===== src/rtl/stdout_uart_tx_pkg.sv =====
// Shared constants for the stdout console peripheral:
// bus addresses, status word layout, serializer states.
package stdout_uart_tx_pkg;

    localparam logic [23:0] STDOUT_TX_ADDR   = 24'hFFFFFE;
    localparam logic [23:0] STDOUT_STAT_ADDR = 24'hFFFFFD;
    localparam logic [23:0] STDOUT_TERM_ADDR = 24'hFFFFFF;

    localparam int STAT_EMPTY   = 0;
    localparam int STAT_FULL    = 1;
    localparam int STAT_BUSY    = 2;
    localparam int STAT_OVF     = 3;
    localparam int STAT_CNT_LSB = 8;

    typedef enum logic [1:0] {
        TX_IDLE,
        TX_START,
        TX_DATA,
        TX_STOP
    } tx_state_e;

endpackage


===== src/rtl/stdout_uart_tx_sync_fifo.sv =====
// Synchronous FIFO with clock enable and occupancy count.
// A push into a full FIFO is accepted only alongside a pop.
module sync_fifo #(
    parameter int DEPTH = 16,
    parameter int WIDTH = 8
) (
    input  logic                     clk,
    input  logic                     rstb,
    input  logic                     clk_en,
    input  logic                     push,
    input  logic                     pop,
    input  logic [WIDTH-1:0]         wdata,
    output logic [WIDTH-1:0]         rdata,
    output logic                     full,
    output logic                     empty,
    output logic [$clog2(DEPTH):0]   count
);

    localparam int AW = $clog2(DEPTH);
    localparam int CW = AW + 1;

    logic [WIDTH-1:0] mem [DEPTH];
    logic [AW-1:0]    wr_ptr;
    logic [AW-1:0]    rd_ptr;
    logic             do_push;
    logic             do_pop;

    assign empty   = (count == '0);
    assign full    = (count == CW'(DEPTH));
    assign do_pop  = pop & ~empty;
    assign do_push = push & (~full | do_pop);
    assign rdata   = mem[rd_ptr];

    // Pointer and occupancy bookkeeping.
    always_ff @(posedge clk) begin
        if (!rstb) begin
            wr_ptr <= '0;
            rd_ptr <= '0;
            count  <= '0;
        end else if (clk_en) begin
            if (do_push) wr_ptr <= wr_ptr + AW'(1);
            if (do_pop)  rd_ptr <= rd_ptr + AW'(1);
            unique case ({do_push, do_pop})
                2'b10:   count <= count + CW'(1);
                2'b01:   count <= count - CW'(1);
                default: count <= count;
            endcase
        end
    end

    // Storage array; contents need no reset.
    always_ff @(posedge clk) begin
        if (rstb && clk_en && do_push) begin
            mem[wr_ptr] <= wdata;
        end
    end

endmodule


===== src/rtl/stdout_uart_tx.sv =====
// Memory-mapped console output: bus writes feed a TX FIFO
// drained by an 8N1 serializer; status/terminate for firmware.
module stdout_uart_tx
    import stdout_uart_tx_pkg::*;
#(
    parameter int          DEPTH        = 16,
    parameter int          CLKS_PER_BIT = 868,
    parameter logic [23:0] TX_ADDR      = STDOUT_TX_ADDR,
    parameter logic [23:0] STAT_ADDR    = STDOUT_STAT_ADDR,
    parameter logic [23:0] TERM_ADDR    = STDOUT_TERM_ADDR
) (
    input  logic        i_clk,
    input  logic        i_rstb,
    input  logic        i_clk_en,
    input  logic [23:0] i_addr,
    input  logic        i_wr,
    input  logic        i_rd,
    input  logic [31:0] i_wdata,
    output logic [31:0] o_rdata,
    output logic        o_sel,
    output logic        o_txd,
    output logic        o_busy,
    output logic        o_term
);

    localparam int CW = $clog2(DEPTH) + 1;
    localparam int BW = (CLKS_PER_BIT > 1) ? $clog2(CLKS_PER_BIT) : 1;
    localparam logic [BW-1:0] BAUD_LAST = BW'(CLKS_PER_BIT - 1);

    logic          hit_tx;
    logic          hit_stat;
    logic          hit_term;
    logic          push_req;
    logic          pop;
    logic          fifo_full;
    logic          fifo_empty;
    logic [7:0]    fifo_head;
    logic [CW-1:0] fifo_count;
    logic          ovf;
    logic          term;
    logic [31:0]   stat;
    logic          unused_wdata;

    tx_state_e     state;
    tx_state_e     state_d;
    logic [BW-1:0] baud_cnt;
    logic [BW-1:0] baud_d;
    logic [2:0]    bit_cnt;
    logic [2:0]    bit_d;
    logic [7:0]    shift;
    logic [7:0]    shift_d;
    logic          baud_last;

    assign hit_tx       = (i_addr == TX_ADDR);
    assign hit_stat     = (i_addr == STAT_ADDR);
    assign hit_term     = (i_addr == TERM_ADDR);
    assign o_sel        = hit_tx | hit_stat | hit_term;
    assign push_req     = i_wr & hit_tx;
    assign unused_wdata = ^i_wdata[31:8];

    sync_fifo #(
        .DEPTH (DEPTH),
        .WIDTH (8)
    ) u_fifo (
        .clk    (i_clk),
        .rstb   (i_rstb),
        .clk_en (i_clk_en),
        .push   (push_req),
        .pop    (pop),
        .wdata  (i_wdata[7:0]),
        .rdata  (fifo_head),
        .full   (fifo_full),
        .empty  (fifo_empty),
        .count  (fifo_count)
    );

    // Sticky overflow (set beats clear) and terminate flag.
    always_ff @(posedge i_clk) begin
        if (!i_rstb) begin
            ovf  <= 1'b0;
            term <= 1'b0;
        end else if (i_clk_en) begin
            if (push_req && fifo_full && !pop) begin
                ovf <= 1'b1;
            end else if (i_rd && hit_stat) begin
                ovf <= 1'b0;
            end
            if (i_wr && hit_term) term <= 1'b1;
        end
    end

    assign o_term = term;

    // Serializer state and datapath registers.
    always_ff @(posedge i_clk) begin
        if (!i_rstb) begin
            state    <= TX_IDLE;
            baud_cnt <= '0;
            bit_cnt  <= '0;
            shift    <= '0;
        end else if (i_clk_en) begin
            state    <= state_d;
            baud_cnt <= baud_d;
            bit_cnt  <= bit_d;
            shift    <= shift_d;
        end
    end

    assign baud_last = (baud_cnt == BAUD_LAST);

    // Next-state logic; a new byte is fetched from IDLE or at
    // the end of STOP so consecutive frames have no idle gap.
    always_comb begin
        state_d = state;
        baud_d  = baud_cnt;
        bit_d   = bit_cnt;
        shift_d = shift;
        pop     = 1'b0;
        unique case (state)
            TX_IDLE: begin
                if (!fifo_empty) begin
                    pop     = 1'b1;
                    shift_d = fifo_head;
                    state_d = TX_START;
                    baud_d  = '0;
                    bit_d   = '0;
                end
            end
            TX_START: begin
                if (baud_last) begin
                    state_d = TX_DATA;
                    baud_d  = '0;
                end else begin
                    baud_d = baud_cnt + BW'(1);
                end
            end
            TX_DATA: begin
                if (baud_last) begin
                    baud_d  = '0;
                    shift_d = {1'b0, shift[7:1]};
                    if (bit_cnt == 3'd7) begin
                        state_d = TX_STOP;
                    end else begin
                        bit_d = bit_cnt + 3'd1;
                    end
                end else begin
                    baud_d = baud_cnt + BW'(1);
                end
            end
            TX_STOP: begin
                if (baud_last) begin
                    baud_d = '0;
                    if (!fifo_empty) begin
                        pop     = 1'b1;
                        shift_d = fifo_head;
                        state_d = TX_START;
                        bit_d   = '0;
                    end else begin
                        state_d = TX_IDLE;
                    end
                end else begin
                    baud_d = baud_cnt + BW'(1);
                end
            end
            default: state_d = TX_IDLE;
        endcase
    end

    // Line level decoded from the serializer state.
    always_comb begin
        o_txd = 1'b1;
        unique case (state)
            TX_START: o_txd = 1'b0;
            TX_DATA:  o_txd = shift[0];
            default:  o_txd = 1'b1;
        endcase
    end

    assign o_busy = ~fifo_empty | (state != TX_IDLE);

    // Status word, visible only at the status address.
    always_comb begin
        stat                           = '0;
        stat[STAT_EMPTY]               = fifo_empty;
        stat[STAT_FULL]                = fifo_full;
        stat[STAT_BUSY]                = o_busy;
        stat[STAT_OVF]                 = ovf;
        stat[STAT_CNT_LSB +: 8]        = 8'(fifo_count);
        o_rdata = hit_stat ? stat : 32'h0;
    end

endmodule


===== config.mk =====
export PLATFORM = sky130hd
export DESIGN_NAME = stdout_uart_tx
export DESIGN_NICKNAME = d
export VERILOG_FILES = /design/src/rtl/stdout_uart_tx_pkg.sv /design/src/rtl/stdout_uart_tx_sync_fifo.sv /design/src/rtl/stdout_uart_tx.sv
export SDC_FILE = /design/constraint.sdc
export NUM_CORES = 1
export LEC_CHECK = 0
export BUFFER_PORTS_ARGS = -buffer_cell sky130_fd_sc_hd__buf_2
export CORE_UTILIZATION = 52
export CTS_CLUSTER_SIZE = 24
export DETAILED_ROUTE_END_ITERATION = 6
export HOLD_SLACK_MARGIN = 0.1
export PLACE_DENSITY = 0.76
export SLEW_MARGIN = 10
export SYNTH_ARGS = -nofsm -noshare
export SYNTH_HDL_FRONTEND = slang
export SYNTH_SLANG_ARGS = --single-unit

===== constraint.sdc =====
create_clock -name i_clk -period 3.4 [get_ports i_clk]
set_input_delay 0.34 -clock i_clk [delete_from_list [all_inputs] [get_ports i_clk]]
set_output_delay 0.34 -clock i_clk [all_outputs]
set_load 0.02 [all_outputs]

==> qor.yml <==
run_status:
  status: "completed"
route:
  drtIter0Drc: 331
  wl_per_cell_microns: 19.51
  antenna_left: 0
  vias: 4554
  drc: 0
  viasPerCell: 5.838
  wirelength_mm: 15.22
  drtPass1Iterations: 5
timing:
  tightest_slew_ns: 1.008
  fin_hold_ws_ns: 0.2888
  fin_crit_sh_pct: 96.54
  setup_viol: 0
  hold_viol_final: 0
  slew_violations: 0
  setup-tns-final_ns: 0
  setup_ws_ns: 0.1176
  worst_clock_skew_ns: 0.006761
  period_minus_slack_ns: 3.282
  clock.fmax_mhz: 304.7
  slew_headroom_pct: 32.74
cts:
  cts_root_buf: "clkbuf_16"
  cts_inserted_buffers: 17
  cts_tree: "yes"
  htree_levels: 4
  clk_pin_slew_ns: 0.06
  clock_path_buffers: 2
  cts_hold_buffers: 0
  clock_latency_ns: 0.42
  cts.sinks: 170
power_and_ir_drop:
  peakVddDrop_uv: 343.1
  cellPowerDensity_mw_per_mm2: 486.9
  p_leak_nw: 2.976
  finalPower_mw: 4.167
placement:
  portBuffers: 49
  placed_cells: 746
  place_hpwl_mm: 9.576
  placed_cell_area_sq_mm: 0.007965
  dpl_worst_slack_ns: -0.02176
  gp_congestion: 0.8307
layout:
  fin_nets: 667
  syn_to_final_growth_pct: 13.00
  final_core_utilization_pct: 60.95
  fillers: 997
  n_antenna_cell: 0
  register_area_sq_mm: 0.004688
  finalNonFillerCells: 780
  multi_input_area_sq_mm: 0.002640
  layout-drive-gt1-share_pct: 25.83
  stdcell_area_sq_mm: 0.008558
synth:
  synth_edf_count: 128
  ys_types: 61
  syn_area_sq_mm: 0.007574
  yosysTopAreaCellShare_pct: 50.75
  synth_warnings: 0
  synth_flop_cell: "edfxtp_1"
  async_flop_share_pct: 0
  synth-seq-area-share_pct: 61.85
  syn_inst: 524
  avgSynthCellArea_sq_um: 14.45
  ys_ff_latch: 170
  synth_top_cell_by_area: "edfxtp_1"
  synthTopCellsByArea: "edfxtp_1 51%, dfxtp_1 11%, mux4_2 9.5%"
job:
  cap_viol_max_count: 0
floorplanning:
  die_h_microns: 122.7
  die_x_microns: 122.7
  rows: 43
  die_area_sq_mm: 0.01505
  initial_core_util_pct: 53.93
  num_io_pins: 97
  fp.coreArea_sq_mm: 0.01404
min_path:
  hold_depth: 3
  min_from: "i_rd"
  min_path_type: "primary input to flop"
  worstHoldEndpoint: "ovf$_SDFFE_PN0P_"
global_routing:
  antenna_found_initial: 0
  grt_max_degree: 33
  grt_pass1_wl_mm: 23.40
  grt_usage_pct: 21.44
  grt_pass1_vias: 4436
  globalRouteOverflowTotal: 0
worst_setup_path:
  rr_worst_depth: 12
  worstSetupEndpointType: "flop"
  cp_max_fo: 4
  cp-start-kind: "flop"
  r2r_slack_ns: 0.12
  timing.rr.end: "u_fifo.count[4]$_SDFFE_PN0P_"
  crit_type: "flop to flop"
  worstPathRequired_ns: 3.75
  r2r-start: "baud_cnt[1]$_SDFFE_PN0P_"
  cp.arrival_ns: 3.63
[logic make-up after synthesis]
logic type | share of synthesized area, %
fa+ha+maj | 3.238
mux | 12.56
buf+inv | 4.477
flops | 61.85
xor+xnor | 1.041
other cells | 0.04951
simple gates | 10.28
compound gates | 6.509
[synth_stat cells (2+ instances only)]
| library cell | count |
|---|---|
| edfxtp_1 | 128 |
| dfxtp_1 | 42 |
| nand2_1 | 36 |
| mux4_2 | 32 |
| nor2_1 | 27 |
| buf_4 | 23 |
| and3_1 | 19 |
| ha_1 | 18 |
| o21ai_0 | 18 |
| inv_1 | 16 |
| mux2i_1 | 14 |
| a31oi_1 | 11 |
| and2_1 | 10 |
| a21oi_1 | 9 |
| mux2_2 | 8 |
| nand4_1 | 8 |
| o211ai_1 | 8 |
| clkbuf_1 | 7 |
| nand3_1 | 7 |
| nor3_1 | 7 |
| buf_2 | 6 |
| xnor2_1 | 6 |
| buf_1 | 5 |
| nor4_1 | 5 |
| o22ai_1 | 4 |
| or4_1 | 4 |
| nand2b_1 | 3 |
| o31ai_1 | 3 |
| xor2_1 | 3 |
| a211oi_1 | 2 |
| buf_6 | 2 |
| nor2_2 | 2 |
| nor2b_1 | 2 |
| o21a_1 | 2 |
[worst max path at each step]
stage                        startpoint                           end
2_1_floorplan  baud_cnt[0]$_SDFFE_PN0P_  u_fifo.count[4]$_SDFFE_PN0P_
3_3_place_gp   baud_cnt[1]$_SDFFE_PN0P_  u_fifo.count[4]$_SDFFE_PN0P_
3_5_place_dp   baud_cnt[1]$_SDFFE_PN0P_  u_fifo.count[4]$_SDFFE_PN0P_
4_1_cts        baud_cnt[1]$_SDFFE_PN0P_  u_fifo.count[4]$_SDFFE_PN0P_
5_1_grt        baud_cnt[1]$_SDFFE_PN0P_  u_fifo.count[4]$_SDFFE_PN0P_
6_report       baud_cnt[1]$_SDFFE_PN0P_  u_fifo.count[4]$_SDFFE_PN0P_
[area by class of cell]
class	instances	share of cell area [%]
sequential	170	54.78
multi-input combinational	315	30.85
clock buffer	18	5.015
timing repair buffer	66	4.357
tap	180	2.632
clock inverter	14	1.623
inverter	17	0.7456
[layout by cell type, fill, tap and decap left out, types with 19 or more instances in the layout]
cell type    n
nor2_1      27
edfxtp_1   128
and3_1      19
conb_1      23
dfxtp_1     39
nand2_1     36
buf_2       49
mux4_2      32
[report_power, final]
group | switching [mW] | total, mW | internal [mW]
clock network | 0.828 | 1.85 | 1.03
registers | 0.000000245 | 2.23 | 2.23
logic | 0.0673 | 0.0863 | 0.0190
[routing by layer]
layer	global-route usage, %	wire, microns	vias to the layer above
met5	0	0	-
met4	7.241	174	0
met3	4.043	777	15
met2	36.06	7868	165
met1	27.95	6395	2281
li1	-	-	2093
[critical path, cell delays in order (launching register included)]
cell	delay, ns
dfxtp_2	0.35
ha_2	0.19
and4b_2	0.28
a41oi_4	0.13
o211a_4	0.25
or3_2	0.45
ha_2	0.22
ha_1	0.31
nor2b_2	0.17
o21ai_1	0.15
a21oi_1	0.11
or4_1	0.47
a21oi_1	0.14
[registers in the layout, indices dropped and copies added, names as in the netlist, named ones only]
register	count
u_fifo.rd_ptr	4
u_fifo.count	5
u_fifo.wr_ptr	4
ovf	1
bit_cnt	3
u_fifo.mem	128
state	2
shift	8
o_term	1
baud_cnt	10
[what timing repair did]
| action | CTS | global route |
|---|---|---|
| cloned | 0 | 0 |
| setup buffers | 1 | 1 |
| gates resized for setup | 1 | 5 |
| endpoints found under the setup margin | 1 | 1 |
Note: power is estimated with default switching activity, not from simulation.
